<file path="src/rtl/seg7_pkg.sv">
// Shared constants for the 7-segment scan controller: BCD width, segment
// patterns ({g,f,e,d,c,b,a}, active-high) and the slot-phase enum.
package seg7_pkg;

    localparam int BCD_W = 4;

    localparam logic [6:0] SEG_0    = 7'b0111111;
    localparam logic [6:0] SEG_1    = 7'b0000110;
    localparam logic [6:0] SEG_2    = 7'b1011011;
    localparam logic [6:0] SEG_3    = 7'b1001111;
    localparam logic [6:0] SEG_4    = 7'b1100110;
    localparam logic [6:0] SEG_5    = 7'b1101101;
    localparam logic [6:0] SEG_6    = 7'b1111101;
    localparam logic [6:0] SEG_7    = 7'b0000111;
    localparam logic [6:0] SEG_8    = 7'b1111111;
    localparam logic [6:0] SEG_9    = 7'b1101111;
    localparam logic [6:0] SEG_DASH = 7'b1000000;
    localparam logic [6:0] SEG_OFF  = 7'b0000000;

    // Phase within a digit slot: enables off (anti-ghosting) or digit shown.
    typedef enum logic {
        SLOT_BLANK = 1'b0,
        SLOT_SHOW  = 1'b1
    } slot_e;

endpackage

</file>
<file path="src/rtl/seg7_decode.sv">
// Combinational BCD to 7-segment decoder. Codes 10-15 are not valid BCD and
// render as a single dash (segment g) so bad data is visible on the display.
module seg7_decode
    import seg7_pkg::*;
(
    input  logic [BCD_W-1:0] i_bcd,
    output logic [6:0]       o_seg
);

    // Map each nibble to its segment pattern, dash for anything above 9.
    always_comb begin
        o_seg = SEG_DASH;
        case (i_bcd)
            4'd0:    o_seg = SEG_0;
            4'd1:    o_seg = SEG_1;
            4'd2:    o_seg = SEG_2;
            4'd3:    o_seg = SEG_3;
            4'd4:    o_seg = SEG_4;
            4'd5:    o_seg = SEG_5;
            4'd6:    o_seg = SEG_6;
            4'd7:    o_seg = SEG_7;
            4'd8:    o_seg = SEG_8;
            4'd9:    o_seg = SEG_9;
            default: o_seg = SEG_DASH;
        endcase
    end

endmodule

</file>
<file path="src/rtl/seg7_scan_ctrl.sv">
// Time-multiplexed 7-segment scan controller. One shared decoder is fed by a
// nibble mux on the active digit index. Loaded data waits in a shadow register
// and is moved to the display register only at the frame wrap, so a frame is
// never drawn with a mix of old and new digits. All outputs are registered and
// reflect the (tick, idx, disp) state of the previous cycle.
// Handshake: load_syn is a level-sampled strobe with no back-pressure; every
// cycle it is high Din/dp_in are captured (last capture before a wrap wins).
module seg7_scan_ctrl
    import seg7_pkg::*;
#(
    parameter int NUM_DIGITS   = 4,
    parameter int SCAN_DIV     = 1000,
    parameter int BLANK_CYCLES = 1,
    parameter int LZB          = 1
) (
    input  logic                          clk,
    input  logic                          rst_syn,
    input  logic                          load_syn,
    input  logic [BCD_W*NUM_DIGITS-1:0]   Din,
    input  logic [NUM_DIGITS-1:0]         dp_in,
    output logic [NUM_DIGITS-1:0]         an,
    output logic [6:0]                    seg,
    output logic                          dp,
    output logic                          frame_done,
    output slot_e                         dbg_slot
);

    localparam int TICK_W = $clog2(SCAN_DIV);
    localparam int IDX_W  = (NUM_DIGITS > 1) ? $clog2(NUM_DIGITS) : 1;
    localparam int DW     = BCD_W * NUM_DIGITS;

    // Reject parameter sets the scan timing cannot support.
    generate
        if (SCAN_DIV < 2 || BLANK_CYCLES >= SCAN_DIV || NUM_DIGITS < 1) begin : g_bad_params
            $error("seg7_scan_ctrl: illegal parameters (SCAN_DIV>=2, BLANK_CYCLES<SCAN_DIV, NUM_DIGITS>=1)");
        end
    endgenerate

    logic [TICK_W-1:0]     r_tick;
    logic [IDX_W-1:0]      r_idx;
    logic [DW-1:0]         r_disp;
    logic [NUM_DIGITS-1:0] r_disp_dp;
    logic [DW-1:0]         r_shadow;
    logic [NUM_DIGITS-1:0] r_shadow_dp;
    logic                  r_pending;

    logic [NUM_DIGITS-1:0] r_an;
    logic [6:0]            r_seg;
    logic                  r_dp;
    logic                  r_frame_done;
    slot_e                 r_slot;

    logic                  w_tick_end;
    logic                  w_wrap;
    slot_e                 w_slot;
    logic [BCD_W-1:0]      w_nibble;
    logic                  w_cur_dp;
    logic                  w_cur_blank;
    logic [NUM_DIGITS-1:0] w_an_onehot;
    logic [NUM_DIGITS-1:0] w_lz_blank;
    logic                  w_run;
    logic [6:0]            w_seg_dec;

    assign w_tick_end = (r_tick == TICK_W'(SCAN_DIV - 1));
    assign w_wrap     = w_tick_end && (r_idx == IDX_W'(NUM_DIGITS - 1));

    // Slot phase: the first BLANK_CYCLES ticks of every slot keep all enables off.
    always_comb begin
        w_slot = SLOT_SHOW;
        if (r_tick < TICK_W'(BLANK_CYCLES)) begin
            w_slot = SLOT_BLANK;
        end
    end

    // Tick and digit-index counters; idx advances at the end of each slot.
    always_ff @(posedge clk or negedge rst_syn) begin
        if (!rst_syn) begin
            r_tick <= '0;
            r_idx  <= '0;
        end else if (w_tick_end) begin
            r_tick <= '0;
            r_idx  <= (r_idx == IDX_W'(NUM_DIGITS - 1)) ? '0 : r_idx + IDX_W'(1);
        end else begin
            r_tick <= r_tick + TICK_W'(1);
        end
    end

    // Shadow capture and frame-boundary transfer; a load in the wrap cycle goes straight to disp.
    always_ff @(posedge clk or negedge rst_syn) begin
        if (!rst_syn) begin
            r_shadow    <= '0;
            r_shadow_dp <= '0;
            r_disp      <= '0;
            r_disp_dp   <= '0;
            r_pending   <= 1'b0;
        end else begin
            if (load_syn) begin
                r_shadow    <= Din;
                r_shadow_dp <= dp_in;
            end
            if (load_syn && w_wrap) begin
                r_disp    <= Din;
                r_disp_dp <= dp_in;
                r_pending <= 1'b0;
            end else if (load_syn) begin
                r_pending <= 1'b1;
            end else if (w_wrap && r_pending) begin
                r_disp    <= r_shadow;
                r_disp_dp <= r_shadow_dp;
                r_pending <= 1'b0;
            end
        end
    end

    // Leading-zero blanking: digit i>0 is dark when it and every higher digit are 0 with no dp.
    always_comb begin
        w_lz_blank = '0;
        w_run      = 1'b1;
        for (int i = NUM_DIGITS - 1; i >= 1; i--) begin
            w_run         = w_run & (r_disp[i*BCD_W +: BCD_W] == '0) & ~r_disp_dp[i];
            w_lz_blank[i] = (LZB != 0) & w_run;
        end
    end

    // Select the active digit's nibble, dp, blank flag and one-hot enable.
    always_comb begin
        w_nibble    = '0;
        w_cur_dp    = 1'b0;
        w_cur_blank = 1'b0;
        w_an_onehot = '0;
        for (int i = 0; i < NUM_DIGITS; i++) begin
            if (r_idx == IDX_W'(i)) begin
                w_nibble       = r_disp[i*BCD_W +: BCD_W];
                w_cur_dp       = r_disp_dp[i];
                w_cur_blank    = w_lz_blank[i];
                w_an_onehot[i] = 1'b1;
            end
        end
    end

    seg7_decode u_decode (
        .i_bcd (w_nibble),
        .o_seg (w_seg_dec)
    );

    // Output registers: drive the pins from this cycle's counter and display state.
    always_ff @(posedge clk or negedge rst_syn) begin
        if (!rst_syn) begin
            r_an         <= '0;
            r_seg        <= SEG_OFF;
            r_dp         <= 1'b0;
            r_frame_done <= 1'b0;
            r_slot       <= SLOT_BLANK;
        end else begin
            r_frame_done <= w_wrap;
            r_slot       <= w_slot;
            if (w_slot == SLOT_SHOW && !w_cur_blank) begin
                r_an  <= w_an_onehot;
                r_seg <= w_seg_dec;
                r_dp  <= w_cur_dp;
            end else begin
                r_an  <= '0;
                r_seg <= SEG_OFF;
                r_dp  <= 1'b0;
            end
        end
    end

    assign an         = r_an;
    assign seg        = r_seg;
    assign dp         = r_dp;
    assign frame_done = r_frame_done;
    assign dbg_slot   = r_slot;

endmodule

</file>
<file path="config.mk">
export PLATFORM = sky130hd
export DESIGN_NAME = seg7_scan_ctrl
export DESIGN_NICKNAME = d
export VERILOG_FILES = /design/src/rtl/seg7_pkg.sv /design/src/rtl/seg7_decode.sv /design/src/rtl/seg7_scan_ctrl.sv
export SDC_FILE = /design/constraint.sdc
export NUM_CORES = 1
export LEC_CHECK = 0
export ABC_AREA = 0
export BUFFER_PORTS_ARGS = -buffer_cell sky130_fd_sc_hd__buf_2
export CORE_MARGIN = 2
export CORE_UTILIZATION = 30
export CTS_BUF_LIST = sky130_fd_sc_hd__clkbuf_8
export DETAILED_ROUTE_END_ITERATION = 16
export GPL_TIMING_DRIVEN = 0
export HOLD_SLACK_MARGIN = 0.12
export SLEW_MARGIN = 20
export SYNTH_ARGS = -nofsm -noshare
export SYNTH_HDL_FRONTEND = slang
export SYNTH_SLANG_ARGS = --single-unit
</file>
<file path="constraint.sdc">
create_clock -name clk -period 4.24 [get_ports clk]
set_clock_uncertainty 0.1 [all_clocks]
set_input_delay 0 -clock clk [delete_from_list [all_inputs] [get_ports clk]]
set_output_delay 0 -clock clk [all_outputs]
set_load 0.01 [all_outputs]
</file>
==> summary.txt <==
Worst setup path
  – WP data required: 4410 ps
  – Worst Setup SP: r_idx[0]
  – Crit path DAT: 2880 ps
  – Critical-path maximum fanout: 10
  – R2r startpoint: r_idx[0]
  – Critical Path End Type: flop
  – Critical Path Source Type: flop
  – WS Path Type: flop to flop

Clock tree
  – Hold_buf cts: 24
  – Setup repair bufs after CTS: 0
  – Reg clk slew, reported paths: 80 ps
  – Worst skew pair latency: 350 ps
  – CTS Sinks: 67
  – CTS tree: done
  – Htree depth: 3
  – Max clock buf depth: 2
  – Total CTS buffers: 9
  – Post-CTS resize count: 0
  – CTS root buffer: clkbuf_8

STA
  – Max Freq: 369 MHz
  – Setup violations, final: 0
  – Worst Hold Margin: 330 ps
  – Slew @ Worst Pin: 772 ps
  – Worst rel slew slack: 0.482
  – Setup tns final: 0 ps
  – Period Utilization, post-route: 0.639
  – Slew Limit Fails: 0
  – RSZ-0062 raised after global routing: no
  – Final worst path period need: 2710 ps
  – Final hold violation count: 0

Pwr
  – Sw power: 0.000291 W
  – Maximum vdd drop: 0.000160 V
  – Pleak: 1.82 nW
  – PwrDens: 342 nW/um2
  – Share of power burned in registers: 0.494
  – Clk pwr share: 0.450
  – Int Pwr: 0.00105 W
  – Switching portion of total power: 0.217
  – Power consumption: 0.00134 W
  – Combinational power share: 0.056

Finish
  – Fillcell total: 938
  – Area grow syn2layout: 27.6%
  – Fin util: 0.397
  – Multi-input gate area in the final layout: 1280 um2
  – Fin nets: 353
  – Register area: 1680 um2
  – Antenna cells: 0
  – Layout cells sized above 1: 0.327

Synthesis
  – Mapped cell area: 3070 um2
  – Synth Register Bits: 67
  – Top_reg_cell synth: dfrtp_1
  – Mapped Cells: 247
  – Commonest cells in the netlist: 67 x dfrtp_1, 40 x mux2_2, 12 x nand3_1
  – Syn Area/Cell: 12.4 um2
  – Seq/Total Area, Yosys: 0.546
  – Cell taking the most area after synthesis: dfrtp_1
  – Async SR Flop Fraction: 1.00
  – Area contributors post-synth: dfrtp_1 55%, mux2_2 15%, ha_1 4.5%, nand3_1 2.0%, a22oi_1 1.5%
  – Yosys cell types: 47
  – Post-synthesis net count: 281
  – Post-synth EDFFs: 0
  – Post-synth top area share: 0.546
  – Most numerous cell in the Yosys netlist: dfrtp_1
  – Warnings from Yosys: 0

Floorplanning
  – Die span in y: 105 um
  – Ports: 37
  – Die width: 105 um
  – Num rows: 36
  – Initial Util: 0.311
  – Area of the core: 9860 um2
  – Die area: 11100 um2

GRT
  – Remaining global-route overflow: 0
  – Total GRT Usage: 0.124
  – Largest net degree at the start of global routing: 41
  – First-pass GRT wire length: 10700 um
  – Vias in the first global route: 2136
  – Initial antenna violation count: 0

Place
  – Gp weighted congestion: 0.874
  – IO Port Bufs: 36
  – Final HPWL DP: 4320 um

Route
  – Routed wire per std cell: 13.6 um
  – Drt total wl: 6190 um
  – Drt pass-1 iters: 4
  – Starting DRC count in detailed routing: 159
  – Post-DR vias/cell: 4.67
  – DRC viols: 0
  – Post-route ant nets: 0
  – Routed vias: 2133

Min path
  – HP Start: Din[0]
  – Hold Path Class: input pin to flop

Flow run
  – Max cap viols: 0

Status
  – Status: completed
[worst max-delay path, stage by stage (launching register included)]
cell      delay (ps)
dfrtp_1          390
inv_1            100
ha_1             230
buf_2            180
a211o_1          270
o221ai_1         510
ha_1             290
or3b_1           350
a32oi_1          200
[logic make-up after synthesis]
family,share of synthesized area
simple gates,0.120
mux,0.147
fa+ha+maj,0.0448
xor+xnor,0.0171
compound gates,0.0885
buf+inv,0.0367
flops,0.546
[metrics by stage]
| stage | setup slack (ps) | cell area (um2) | std cells |
|---|---|---|---|
| floorplan | 1890 | 3070 | 247 |
| global placement | 1570 | 3420 | 416 |
| detailed placement | 1580 | 3440 | 417 |
| CTS | 1540 | 3920 | 457 |
| global route | 1350 | 3920 | 457 |
| finish | 1530 | 3920 | 457 |
[sequential cells by signal, summed over array words and instances, names as in the netlist]
name and cells:
r_pending 1, dp 1, dbg_slot 1, frame_done 1, r_shadow 16, r_tick 10, seg 7, r_idx 2
an 4, r_disp_dp 4, r_disp 16, r_shadow_dp 4
[worst paths after layout]
kind / endpoint / slack [ps] / cells after the start
setup / recovery: seg[4] / 1530 / 8
hold / removal: r_shadow[0] / 330 / 3
setup reg to reg: seg[4] / 1530 / 8
hold reg to reg: r_pending / 400 / 2
max in group asynchronous: r_tick[1] / 3220 / 4
min in group asynchronous: an[1] / 600 / 4
[cells in the final DEF (no fill, tap or decap), drive strengths merged, types with 2 or more instances in the layout]
cell type,Yosys,layout
mux2,40,40
dlygate4sd3,0,23
nor3b,2,2
buf,8,46
inv,11,13
nor3,3,3
nand3,12,12
or4,2,2
o21ai,7,7
xor2,3,3
a21boi,3,3
a211o,2,2
xnor2,3,3
o221ai,5,5
and3b,2,2
nor2,11,11
nor4,3,3
bufinv,0,2
nand3b,4,4
nand2b,2,2
a311o,2,2
a22oi,6,6
or3b,4,4
dfrtp,67,67
ha,11,11
clkbuf,5,15
nand2,8,8
nor2b,4,4
[layout make-up]
type	instances	area share
Multi-Input combinational cell	156	0.327
Sequential cell	67	0.428
Buffer	13	0.0182
Inverter	11	0.0105
Clock inverter	6	0.0227
Timing Repair Buffer	61	0.116
Tap cell	133	0.0425
Clock buffer	10	0.0352
[power by group through the flow]
stage / logic (W) / clock network, W / registers, W
floorplan: 0.0000262 / 0 / 0.000673
global placement: 0.0000544 / 0 / 0.000674
detailed placement: 0.0000584 / 0 / 0.000675
CTS: 0.0000775 / 0.000619 / 0.000662
global route: 0.0000845 / 0.000647 / 0.000664
finish: 0.0000747 / 0.000603 / 0.000662
[metal layers]
metal	vias to the layer above	track usage	part of all wire
met5	-	0	0
met1	1044	0.166	0.47
li1	1035	-	-
met2	46	0.184	0.47
met3	8	0.0462	0.050
met4	0	0.0438	0.012
(Power assumes the default switching activity.)
